===== src/rtl/bit_stream_feeder.sv =====
// bit_stream_feeder
//   Serializes parallel words into a one-bit stream for the pattern detector.
//   Words arrive over valid/ready. A one-entry holding buffer keeps
//   consecutive words streaming with no bubble. pause_i inserts idle cycles
//   (valid_o=0) without losing the pending bit.
//
// Ports
//   clk_i         clock, rising edge
//   rst_ni        asynchronous active-low reset
//   data_i        parallel word, taken when data_valid_i && data_ready_o
//   data_valid_i  upstream word valid
//   data_ready_o  buffer empty (registered)
//   pause_i       stall the serial output
//   d_o           serial bit (registered)
//   valid_o       d_o carries a real bit this cycle (registered)
//   word_done_o   pulse with the last bit of each word (registered)
//   busy_o        buffer or shifter holds undelivered bits (registered)
module bit_stream_feeder #(
    parameter int WIDTH     = 8,
    parameter bit MSB_FIRST = 1'b1
) (
    input  logic             clk_i,
    input  logic             rst_ni,
    input  logic [WIDTH-1:0] data_i,
    input  logic             data_valid_i,
    output logic             data_ready_o,
    input  logic             pause_i,
    output logic             d_o,
    output logic             valid_o,
    output logic             word_done_o,
    output logic             busy_o
);

    localparam int CW = $clog2(WIDTH);
    localparam logic [CW-1:0] LAST = CW'(WIDTH - 1);

    typedef enum logic {IDLE, SHIFT} state_t;

    state_t           state_q, state_n;
    logic [WIDTH-1:0] buf_q;
    logic             buf_full_q, buf_full_n;
    logic [WIDTH-1:0] sh_q;
    logic             sh_full_q;   // shifter still holds bits of a word
    logic [CW-1:0]    cnt_q;

    logic             hs, last;
    logic             start;       // load a word and emit its first bit now
    logic             emit;        // emit the next bit from the shifter
    logic             reload_buf;  // last bit out; next word comes from buf
    logic             reload_in;   // last bit out; next word bypasses buf
    logic             wr_buf;
    logic [WIDTH-1:0] word_in;

    function automatic logic head(input logic [WIDTH-1:0] w);
        return MSB_FIRST ? w[WIDTH-1] : w[0];
    endfunction

    function automatic logic [WIDTH-1:0] adv(input logic [WIDTH-1:0] w);
        return MSB_FIRST ? (w << 1) : (w >> 1);
    endfunction

    // A buffered word is always older than one on data_i.
    assign word_in = buf_full_q ? buf_q : data_i;

    always_comb begin
        hs         = data_valid_i && data_ready_o;
        last       = (cnt_q == LAST);
        start      = 1'b0;
        emit       = 1'b0;
        reload_buf = 1'b0;
        reload_in  = 1'b0;
        wr_buf     = 1'b0;
        buf_full_n = buf_full_q;
        state_n    = state_q;
        if (!sh_full_q) begin
            // Idle, or the cycle right after a drained word: start the next
            // word the same edge it becomes available.
            start   = !pause_i && (buf_full_q || hs);
            state_n = start ? SHIFT : IDLE;
            if (start && buf_full_q) begin
                wr_buf     = hs;
                buf_full_n = hs;
            end else if (!start) begin
                wr_buf     = hs;
                buf_full_n = buf_full_q || hs;
            end
            // start with an empty buffer: the word goes straight to sh
        end else begin
            state_n = SHIFT;
            emit    = !pause_i;
            if (emit && last && buf_full_q) begin
                reload_buf = 1'b1;
                wr_buf     = hs;
                buf_full_n = hs;
            end else if (emit && last && hs) begin
                reload_in = 1'b1;
            end else begin
                wr_buf     = hs;
                buf_full_n = buf_full_q || hs;
            end
        end
    end

    always_ff @(posedge clk_i or negedge rst_ni) begin
        if (!rst_ni) begin
            state_q      <= IDLE;
            buf_q        <= '0;
            buf_full_q   <= 1'b0;
            sh_q         <= '0;
            sh_full_q    <= 1'b0;
            cnt_q        <= '0;
            d_o          <= 1'b0;
            valid_o      <= 1'b0;
            word_done_o  <= 1'b0;
            busy_o       <= 1'b0;
            data_ready_o <= 1'b1;
        end else begin
            state_q      <= state_n;
            buf_full_q   <= buf_full_n;
            data_ready_o <= !buf_full_n;
            busy_o       <= buf_full_n || (state_n == SHIFT);
            valid_o      <= start || emit;
            word_done_o  <= emit && last;
            if (wr_buf)
                buf_q <= data_i;
            if (start) begin
                d_o       <= head(word_in);
                sh_q      <= adv(word_in);
                cnt_q     <= CW'(1);
                sh_full_q <= 1'b1;
            end else if (emit) begin
                d_o <= head(sh_q);
                if (last) begin
                    cnt_q <= '0;
                    if (reload_buf)
                        sh_q <= buf_q;
                    else if (reload_in)
                        sh_q <= data_i;
                    else
                        sh_full_q <= 1'b0;
                end else begin
                    sh_q  <= adv(sh_q);
                    cnt_q <= cnt_q + CW'(1);
                end
            end
        end
    end

endmodule


===== config.mk =====
export PLATFORM = sky130hd
export DESIGN_NAME = bit_stream_feeder
export DESIGN_NICKNAME = d
export VERILOG_FILES = /design/src/rtl/bit_stream_feeder.sv
export SDC_FILE = /design/constraint.sdc
export NUM_CORES = 1
export LEC_CHECK = 0
export ABC_CLOCK_PERIOD_IN_PS = 2100
export BUFFER_PORTS_ARGS = -buffer_cell sky130_fd_sc_hd__buf_2
export CAP_MARGIN = 20
export CORE_MARGIN = 5
export CORE_UTILIZATION = 51
export CTS_CLUSTER_DIAMETER = 30
export DETAILED_ROUTE_END_ITERATION = 8
export GPL_ROUTABILITY_DRIVEN = 0
export GPL_TIMING_DRIVEN = 0
export PLACE_DENSITY = 0.74
export SYNTH_ARGS = -nofsm -noshare
export SYNTH_HDL_FRONTEND = slang
export SYNTH_SLANG_ARGS = --single-unit

===== constraint.sdc =====
create_clock -name clk_i -period 2.1 [get_ports clk_i]
set_clock_uncertainty 0.2 [all_clocks]
set_input_delay 0 -clock clk_i [delete_from_list [all_inputs] [get_ports clk_i]]
set_output_delay 0 -clock clk_i [all_outputs]
set_load 0.02 [all_outputs]

==> results of run 1 <==
## worst max-delay path by stage
stage / startpoint / end / cells after the start
after global placement: cnt_q[0] / sh_q[6] / 8
after detailed placement: cnt_q[0] / sh_q[7] / 8
after floorplan: cnt_q[0] / sh_q[6] / 8
final: cnt_q[0] / buf_q[0] / 7
after global routing: cnt_q[0] / buf_q[4] / 7
after CTS: cnt_q[0] / sh_q[6] / 8
## power groups by stage
stage	sequential, mW	clock [mW]	combinational [mW]
finish	0.846	0.258	0.829
global route	0.872	0.280	0.926
CTS	0.845	0.263	0.812
detailed placement	0.854	0	0.756
global placement	0.847	0	0.724
floorplan	0.849	0	0.562
## worst register-to-register path, stage by stage, from the launching register on
cell	delay (ns)
dfrtp_1	0.42
ha_1	0.21
ha_1	0.20
buf_6	0.14
nor2b_2	0.18
o311ai_4	0.13
buf_12	0.16
mux2_1	0.30
## cell type report
cell class,instances,share of cell area
plain buffers,7,0.0256
clock buffers,4,0.0212
inverters,3,0.00659
multi-input cells,99,0.395
flip-flops and latches,26,0.381
well taps,30,0.0220
repair buffers,33,0.148
## state kept, by name, indices dropped and copies added, names as in the netlist
signal	flops
data_ready_o	1
valid_o	1
d_o	1
buf_q	8
sh_q	8
cnt_q	3
word_done_o	1
sh_full_q	1
buf_full_q	1
busy_o	1
## cells by family (layout without fill, tap and decap cells)
kind of cell | count (synthesis) | after routing | share of synthesized area
compound gates | 28 | 28 | 0.158
buf+inv | 10 | 47 | 0.0331
mux | 17 | 17 | 0.140
fa+ha+maj | 2 | 2 | 0.0184
simple gates | 52 | 52 | 0.170
flops | 26 | 26 | 0.480
## cells in the mapped netlist (2+ instances only)
cell / n
a21oi_1: 2
a311o_1: 7
nor2b_1: 2
ha_1: 2
nand2b_1: 3
nor2_1: 16
nand2_1: 26
o21ai_0: 8
a31oi_1: 7
inv_1: 3
mux2_2: 14
dfrtp_1: 25
buf_2: 6
mux2_1: 2
## placed cells by master (no fill, tap or decap)
master,n
buf_6,1
a31oi_1,7
a21oi_1,1
mux2_2,14
nand2b_1,3
buf_4,4
ha_1,2
nor2b_2,1
mux2i_1,1
dfstp_2,1
and2_1,1
o31ai_1,1
a311o_1,7
clkbuf_8,1
buf_2,20
and4b_1,1
nor3_2,1
o311ai_4,1
nand3b_1,1
o32ai_1,1
clkbuf_2,1
buf_12,1
inv_1,3
a21oi_2,1
mux2_1,2
nor2_1,16
a21oi_4,1
dfrtp_1,25
nor2b_1,1
o21ai_0,8
and3b_1,1
clkbuf_4,3
nand2_1,26
dlygate4sd3_1,13
## layer usage
layer / part of all wire / vias up / GRT usage
met2: 0.48 / 37 / 0.281
met4: 0.022 / 0 / 0.0939
met5: 0 / - / 0
met1: 0.44 / 565 / 0.235
met3: 0.059 / 6 / 0.0294
li1: - / 553 / -
## metrics by stage
stage                      util  setup TNS [ns]  worst slack (ns)
after floorplan               -               0             0.104
after global placement    0.585           -1.68            -0.174
after detailed placement  0.585           -2.09            -0.179
after CTS                 0.667               0            0.0286
after global routing      0.678               0           0.00714
final                     0.678               0            0.0753
## timing repair
action | CTS | global route
setup buffers | 1 | 3
endpoints found under the setup margin | 17 | 17
hold buffers | 13 | 0
pin swaps | 1 | 1
endpoints found under the hold margin | 47 | 0
resized for setup | 5 | 3
==> metrics.txt, run 1 <==
DR vias/cell between 5 and 6; Clock power frac 0.134; Worst-Skew Late Latency 0.32 ns; Starting Density 0.539; vias in the first global route 1099; H-tree Lvls 1; Area after DPL between 1000 and 1500 µm²; Port-buffer cells 16; CTS Buf Count 3; Seq/Total Area, Yosys 0.480; slowest CP cell dfrtp_1; Initial DRC Count 40; mapped cell area approximately 1400 µm²; slowest stage delay, CP approximately 0.42 ns; Async SR Flop Fraction 1.00; Pwr Density about 1100 nW/µm²; RR Startpoint cnt_q[0]; WP data required between 2 and 2.5 ns; Min Hold Slack ~0.24 ns; clk buf depth 2; R2R Path End buf_q[0]; Final Hold Viols 0; Ports 17; Sw Pwr ~700 µW; maximum VDD drop ~0.00075 V; hold_sp data_i[0]; FF+latch count, synth 26; r2r worst-path depth 7; Nets between 150 and 200; GRT overflow 0; Final Slew Violations 0; CP Data Arrival Time 2.05 ns; Hold EP buf_q[0]; Clock transition at path regs about 0.15 ns; ys flop type dfrtp_1; YS warnings 0; crit path cell chain ha_1 > ha_1 > buf_6 > nor2b_2 > o311ai_4 > buf_12 > mux2_1; post-synth top area share 0.460; Post-Synthesis Net Count approximately 150; layout filler cell count 210; die height 61.6 µm; Final Cycle Share 0.964; status finished, final reports clean; max cap viols 0; min cycle time layout 2.02 ns; switch share 0.360; Post-synth EDFFs 0; r2r setup slk between 0.07 and 0.08 ns; diode count 0; cell family with most CP delay flip-flops; Multi-input gate area between 600 and 700 µm²; die area 3800 µm²; CP Buf/Inv Count 2; Final Instance Area 1710 µm²; Seq pwr share 0.438; hold path depth 3; Design Power 1.93 mW; initial antenna violation count 0; Leakage Power 0.741 nW; WL/cell 14.8 µm; Total Routing Usage GR 0.179; # setup viols final 0; Netlist cell types 26; FP Rows 18; Critical Path End Type flip-flop; Synth Instances about 140; Non-Filler Instances 202; synth top area cells dfrtp_1 46%, mux2_2 12%, nand2_1 7.2%; combinational power share 0.429; final wirelength approximately 3000 µm; clk sinks 26; CTS tree built; Relative slew margins 0.648; Synth area leader dfrtp_1; worst-margin pin slew 0.528 ns; first-pass GRT wire length 5040 µm; RSZ-0062 raised after global routing false; die width about 62 µm; FF+latch area about 650 µm²; DP Wirelength 1950 µm; Root Buffer clkbuf_4; # placed instances 181; min-delay worst type input pin to flip-flop; syn_area_per_cell just over 10 µm²; DRC 0; Top cell by count, worst path ha_1; share of cells above drive strength 1 0.297; area delta synth->final 25.8%; Crit Path Max Fanout 9; f_max around 490 MHz; largest net degree at the start of global routing 25; Power Internal roughly 1.2 mW; vias about 1200; WS Path Type flip-flop to flip-flop; CP startpoint kind flip-flop; core area around 2500 µm²; post-route ant nets 0; first-pass detailed-route iteration total 4
Note: power is estimated with default switching activity, not from simulation.
==> inputs of run 2 (changes only) <==
--- a/config.mk
+++ b/config.mk
@@ -9,12 +9,13 @@
 export BUFFER_PORTS_ARGS = -buffer_cell sky130_fd_sc_hd__buf_2
 export CAP_MARGIN = 20
 export CORE_MARGIN = 5
-export CORE_UTILIZATION = 51
+export CORE_UTILIZATION = 30
 export CTS_CLUSTER_DIAMETER = 30
 export DETAILED_ROUTE_END_ITERATION = 8
 export GPL_ROUTABILITY_DRIVEN = 0
 export GPL_TIMING_DRIVEN = 0
-export PLACE_DENSITY = 0.74
+export MAX_ROUTING_LAYER = met4
+export SKIP_CTS_REPAIR_TIMING = 1
 export SYNTH_ARGS = -nofsm -noshare
 export SYNTH_HDL_FRONTEND = slang
 export SYNTH_SLANG_ARGS = --single-unit
==> run 2 against run 1 <==
Against the previous run:
- global-route usage shrank 7.0 points
- critical endpoint unchanged
- die area grew 57%
- worst setup slack lost 0.067 ns
- worst hold slack lost 0.21 ns
- critical path type unchanged
- largest power group is now combinational cells
==> metrics.txt, run 2 (same netlist as run 1, synthesis figures left out) <==
GRT overflow 0; largest net degree at the start of global routing 27; post-route ant nets 0; DP Wirelength slightly above 2000 µm; H-tree Lvls 1; CP Data Arrival Time a little over 2 ns; commonest non-fill, non-tap cell in the layout nand2_1; Ports 17; core area around 4400 µm²; Relative slew margins 0.605; maximum VDD drop just over 0.0007 V; Total Routing Usage GR 0.109; DRC 0; worst-margin pin slew 0.593 ns; WL/cell 14.5 µm; TNS Setup 0 ns; Leakage Power ~0.82 nW; Sw Pwr around 760 µW; CTS tree built; first-pass detailed-route iteration total 4; initial antenna violation count 0; top flop regs buf_q: 8 flops, sh_q: 8 flops, cnt_q: 3 flops; Non-Filler Instances ~230; share of cells above drive strength 1 0.339; area delta synth->final 36.8%; slowest stage delay, CP slightly above 0.4 ns; WS Path Type flip-flop to flip-flop; die width approximately 77 µm; clk sinks 26; Pwr Density 1210 nW/µm²; Clock power frac 0.191; die area approximately 6000 µm²; CTS Buf Count 3; CP startpoint kind flip-flop; # placed instances about 200; die height 77.3 µm; Crit Path Max Fanout 5; max cap viols 0; Clock transition at path regs roughly 0.1 ns; status finished, final reports clean; Top cell by count, worst path ha_4; layout filler cell count approximately 440; FP Rows 24; Final WS setup just over 0.008 ns; slowest CP cell dfrtp_1; most frequent cells in the layout 26 x nand2_1, 25 x dfrtp_1, 20 x buf_2; Worst-Skew Late Latency between 0.2 and 0.3 ns; dpl ws -0.261 ns; Power Internal 1.49 mW; Final Hold Viols 0; clk buf depth 2; switch share 0.337; final wirelength roughly 3300 µm; first-pass GRT wire length 5160 µm; combinational power share 0.423; Critical Path End Type flip-flop; DR vias/cell ~4.9; Seq pwr share 0.386; Port-buffer cells 16; diode count 0; f_max between 400 and 500 MHz; Final Slew Violations 0; min-delay worst type input pin to flip-flop; WP data required about 2.1 ns; Root Buffer clkbuf_8; Final Cycle Share 0.996; RSZ-0062 raised after global routing true; Starting Density 0.310; Nets 189; crit path cell chain ha_4 > ha_4 > buf_6 > nor2b_4 > o311ai_4 > clkbuf_16 > mux2_4; vias in the first global route 1040; Initial DRC Count 75; # setup viols final 0; min cycle time layout approximately 2.1 ns; vias 1116
-- run 2: power groups by stage --
stage               clock network [mW]  registers (mW)  logic [mW]
finish                           0.429           0.867       0.952
global route                     0.459           0.899        1.05
CTS                              0.442           0.852       0.748
detailed placement                   0           0.861       0.746
global placement                     0           0.853       0.737
floorplan                            0           0.849       0.562
-- run 2: per-layer routing --
layer	vias up	global-route usage	wire, µm
li1	559	-	-
met1	525	0.147	1580
met2	30	0.164	1530
met3	2	0.0258	171
met4	0	0.0258	8
met5	-	-	0
-- run 2: final timing paths --
| check | startpoint | end | slack [ns] | depth (start not counted) |
|---|---|---|---|---|
| max | cnt_q[1] | buf_q[0] | 0.008 | 7 |
| min | pause_i | valid_o | 0.03 | 3 |
| max reg2reg | cnt_q[1] | buf_q[0] | 0.008 | 7 |
| min reg2reg | sh_q[7] | d_o | 0.32 | 2 |
| max in group asynchronous | rst_ni | buf_q[5] | 1.25 | 2 |
| min in group asynchronous | rst_ni | busy_o | 0.05 | 2 |
-- run 2: final cells by class --
cell class / count / area (µm²) / share of cell area
multi-input cells: 99 / 736 / 0.396
flip-flops and latches: 26 / 652 / 0.351
repair buffers: 35 / 278 / 0.149
well taps: 52 / 65.1 / 0.0350
plain buffers: 7 / 46.3 / 0.0249
clock buffers: 3 / 41.3 / 0.0222
clock inverters: 1 / 30.0 / 0.0162
inverters: 3 / 11.3 / 0.00606
-- run 2: through the flow --
| stage | hold slack, ns | cell area, µm² | total power [mW] | util |
|---|---|---|---|---|
| 6_report | 0.0344 | 1860 | 2.25 | 0.424 |
| 5_1_grt | 0.0453 | 1860 | 2.41 | 0.424 |
| 4_1_cts | -0.468 | 1580 | 2.04 | 0.359 |
| 3_5_place_dp | -0.153 | 1500 | 1.61 | 0.343 |
| 3_3_place_gp | -0.155 | 1500 | 1.59 | 0.343 |
| 2_1_floorplan | -0.496 | 1360 | 1.41 | - |
-- run 2: worst max-delay path, delay by kind of cell, from the launching register on --
kind            cells  cell delay [ns]
compound gates      1             0.39
fa+ha+maj           2             0.29
buf+inv             2             0.34
flops               1             0.41
mux                 1             0.29
simple gates        1             0.04
==> inputs of run 3 (changes only) <==
--- a/config.mk
+++ b/config.mk
@@ -8,6 +8,7 @@
 export ABC_CLOCK_PERIOD_IN_PS = 2100
 export BUFFER_PORTS_ARGS = -buffer_cell sky130_fd_sc_hd__buf_2
 export CAP_MARGIN = 20
+export CORE_ASPECT_RATIO = 1.4
 export CORE_MARGIN = 5
 export CORE_UTILIZATION = 30
 export CTS_CLUSTER_DIAMETER = 30
==> run 3 against run 2 <==
Against the previous run:
- first-iteration DRC count shrank 72%
- fmax grew 2.0%
- total power shrank 12%
- worst setup slack gained 0.041 ns
- register-to-register slack gained 0.04 ns
- critical path type unchanged
==> metrics.txt, run 3 (same netlist as run 1, synthesis figures left out) <==
f_max roughly 490 MHz; post-layout util 0.386; Critical Path End Type flip-flop; Final Hold Viols 0; RSZ-0062 raised after global routing false; crit path cell chain ha_1 > ha_1 > buf_4 > nor2b_2 > o311ai_4 > buf_12 > mux2_1; slowest CP cell dfrtp_1; die width 66.9 µm; Clock transition at path regs 0.09 ns; Total Routing Usage GR 0.111; vias around 1100; commonest non-fill, non-tap cell in the layout nand2_1; CTS Buf Count 3; most frequent cells in the layout 26 x nand2_1, 25 x dfrtp_1, 20 x buf_2; first-pass detailed-route iteration total 4; DRC 0; Non-Filler Instances 229; Area after DPL around 1500 µm²; Pwr Density 1140 nW/µm²; CP Data Arrival Time about 2.0 ns; diode count 0; GRT Max-Usage Layer met2; CP startpoint kind flip-flop; Final Cycle Share 0.976; status finished, final reports clean; DP Wirelength 2100 µm; layout filler cell count between 400 and 500; Leakage Power slightly above 0.7 nW; met3 usage 0.0137; die height between 80 and 90 µm; min cycle time layout about 2.1 ns; Min Hold Slack 0.0353 ns; Final WS setup just under 0.05 ns; Port-buffer cells 16; max cap viols 0; maximum VDD drop a little under 0.0006 V; CP Buf/Inv Count 2; Starting Density 0.304; WS Path Type flip-flop to flip-flop; Final Slew Violations 0; Top cell by count, worst path ha_1; share of cells above drive strength 1 0.287; # placed instances roughly 210; grt met1 use 0.131; min-delay worst type input pin to flip-flop; Final Instance Area ~1700 µm²; GRT overflow 0; area delta synth->final 26.7%; DR vias/cell a little under 5; WP data required between 2 and 2.5 ns; largest net degree at the start of global routing 27; Worst-Skew Late Latency approximately 0.27 ns; clk sinks 26; clk buf depth 2; vias in the first global route about 1100; Initial DRC Count 21; cell family with most CP delay flip-flops; TNS Setup 0 ns; H-tree Lvls 1; CTS tree built; # setup viols final 0; Ports 17; Nets 182; FP Rows 29; GR met2 Demand/Resource 0.191; dpl ws -0.262 ns; final wirelength about 3000 µm; Design Power ~2.0 mW; WL/cell around 13 µm; slowest stage delay, CP about 0.41 ns; worst-margin pin slew between 0.5 and 0.6 ns; initial antenna violation count 0; Crit Path Max Fanout 9; top flop regs buf_q: 8 flops, sh_q: 8 flops, cnt_q: 3 flops; core area about 4500 µm²; first-pass GRT wire length a little over 5000 µm; Root Buffer clkbuf_8; post-route ant nets 0; Relative slew margins 0.609; die area 5990 µm²
-- run 3: cell count changes in the layout (fill, tap and decap cells not counted), moves of 2 or more --
cell / before / now
mux2_4: 8 / 0
mux2_2: 8 / 14
buf_4: 7 / 2
ha_1: 0 / 2
ha_4: 2 / 0
mux2_1: 0 / 2
-- run 3: path summary, 6_finish.rpt --
check / start / slack, ns / cells after the start / end
setup / recovery: cnt_q[0] / 0.05 / 7 / buf_q[6]
hold / removal: pause_i / 0.04 / 3 / valid_o
setup reg to reg: cnt_q[0] / 0.05 / 7 / buf_q[6]
hold reg to reg: cnt_q[0] / 0.29 / 1 / cnt_q[0]
max in group asynchronous: rst_ni / 1.26 / 2 / sh_q[7]
min in group asynchronous: rst_ni / 0.06 / 2 / sh_q[5]
-- run 3: where the power goes --
part | switching, mW | internal, mW
logic | 0.379 | 0.413
clock network | 0.161 | 0.168
registers | 0.150 | 0.700
-- run 3: worst register-to-register path: stages, from the launching register on --
cell	delay, ns
dfrtp_1	0.41
ha_1	0.21
ha_1	0.18
buf_4	0.16
nor2b_2	0.19
o311ai_4	0.13
buf_12	0.16
mux2_1	0.31
-- run 3: layout make-up --
type	instances	area, µm²	share of cell area
Inverter	3	11.3	0.00654
Tap cell	62	77.6	0.0451
Timing Repair Buffer	28	208	0.121
Sequential cell	26	652	0.379
Clock buffer	4	55.1	0.0320
Buffer	7	42.5	0.0247
Multi-Input combinational cell	99	676	0.392
-- run 3: metal layers --
metal / vias to the layer above / wire length (µm)
met5: - / 0
met4: 0 / 46
met1: 532 / 1270
met2: 27 / 1560
met3: 5 / 118
li1: 545 / -
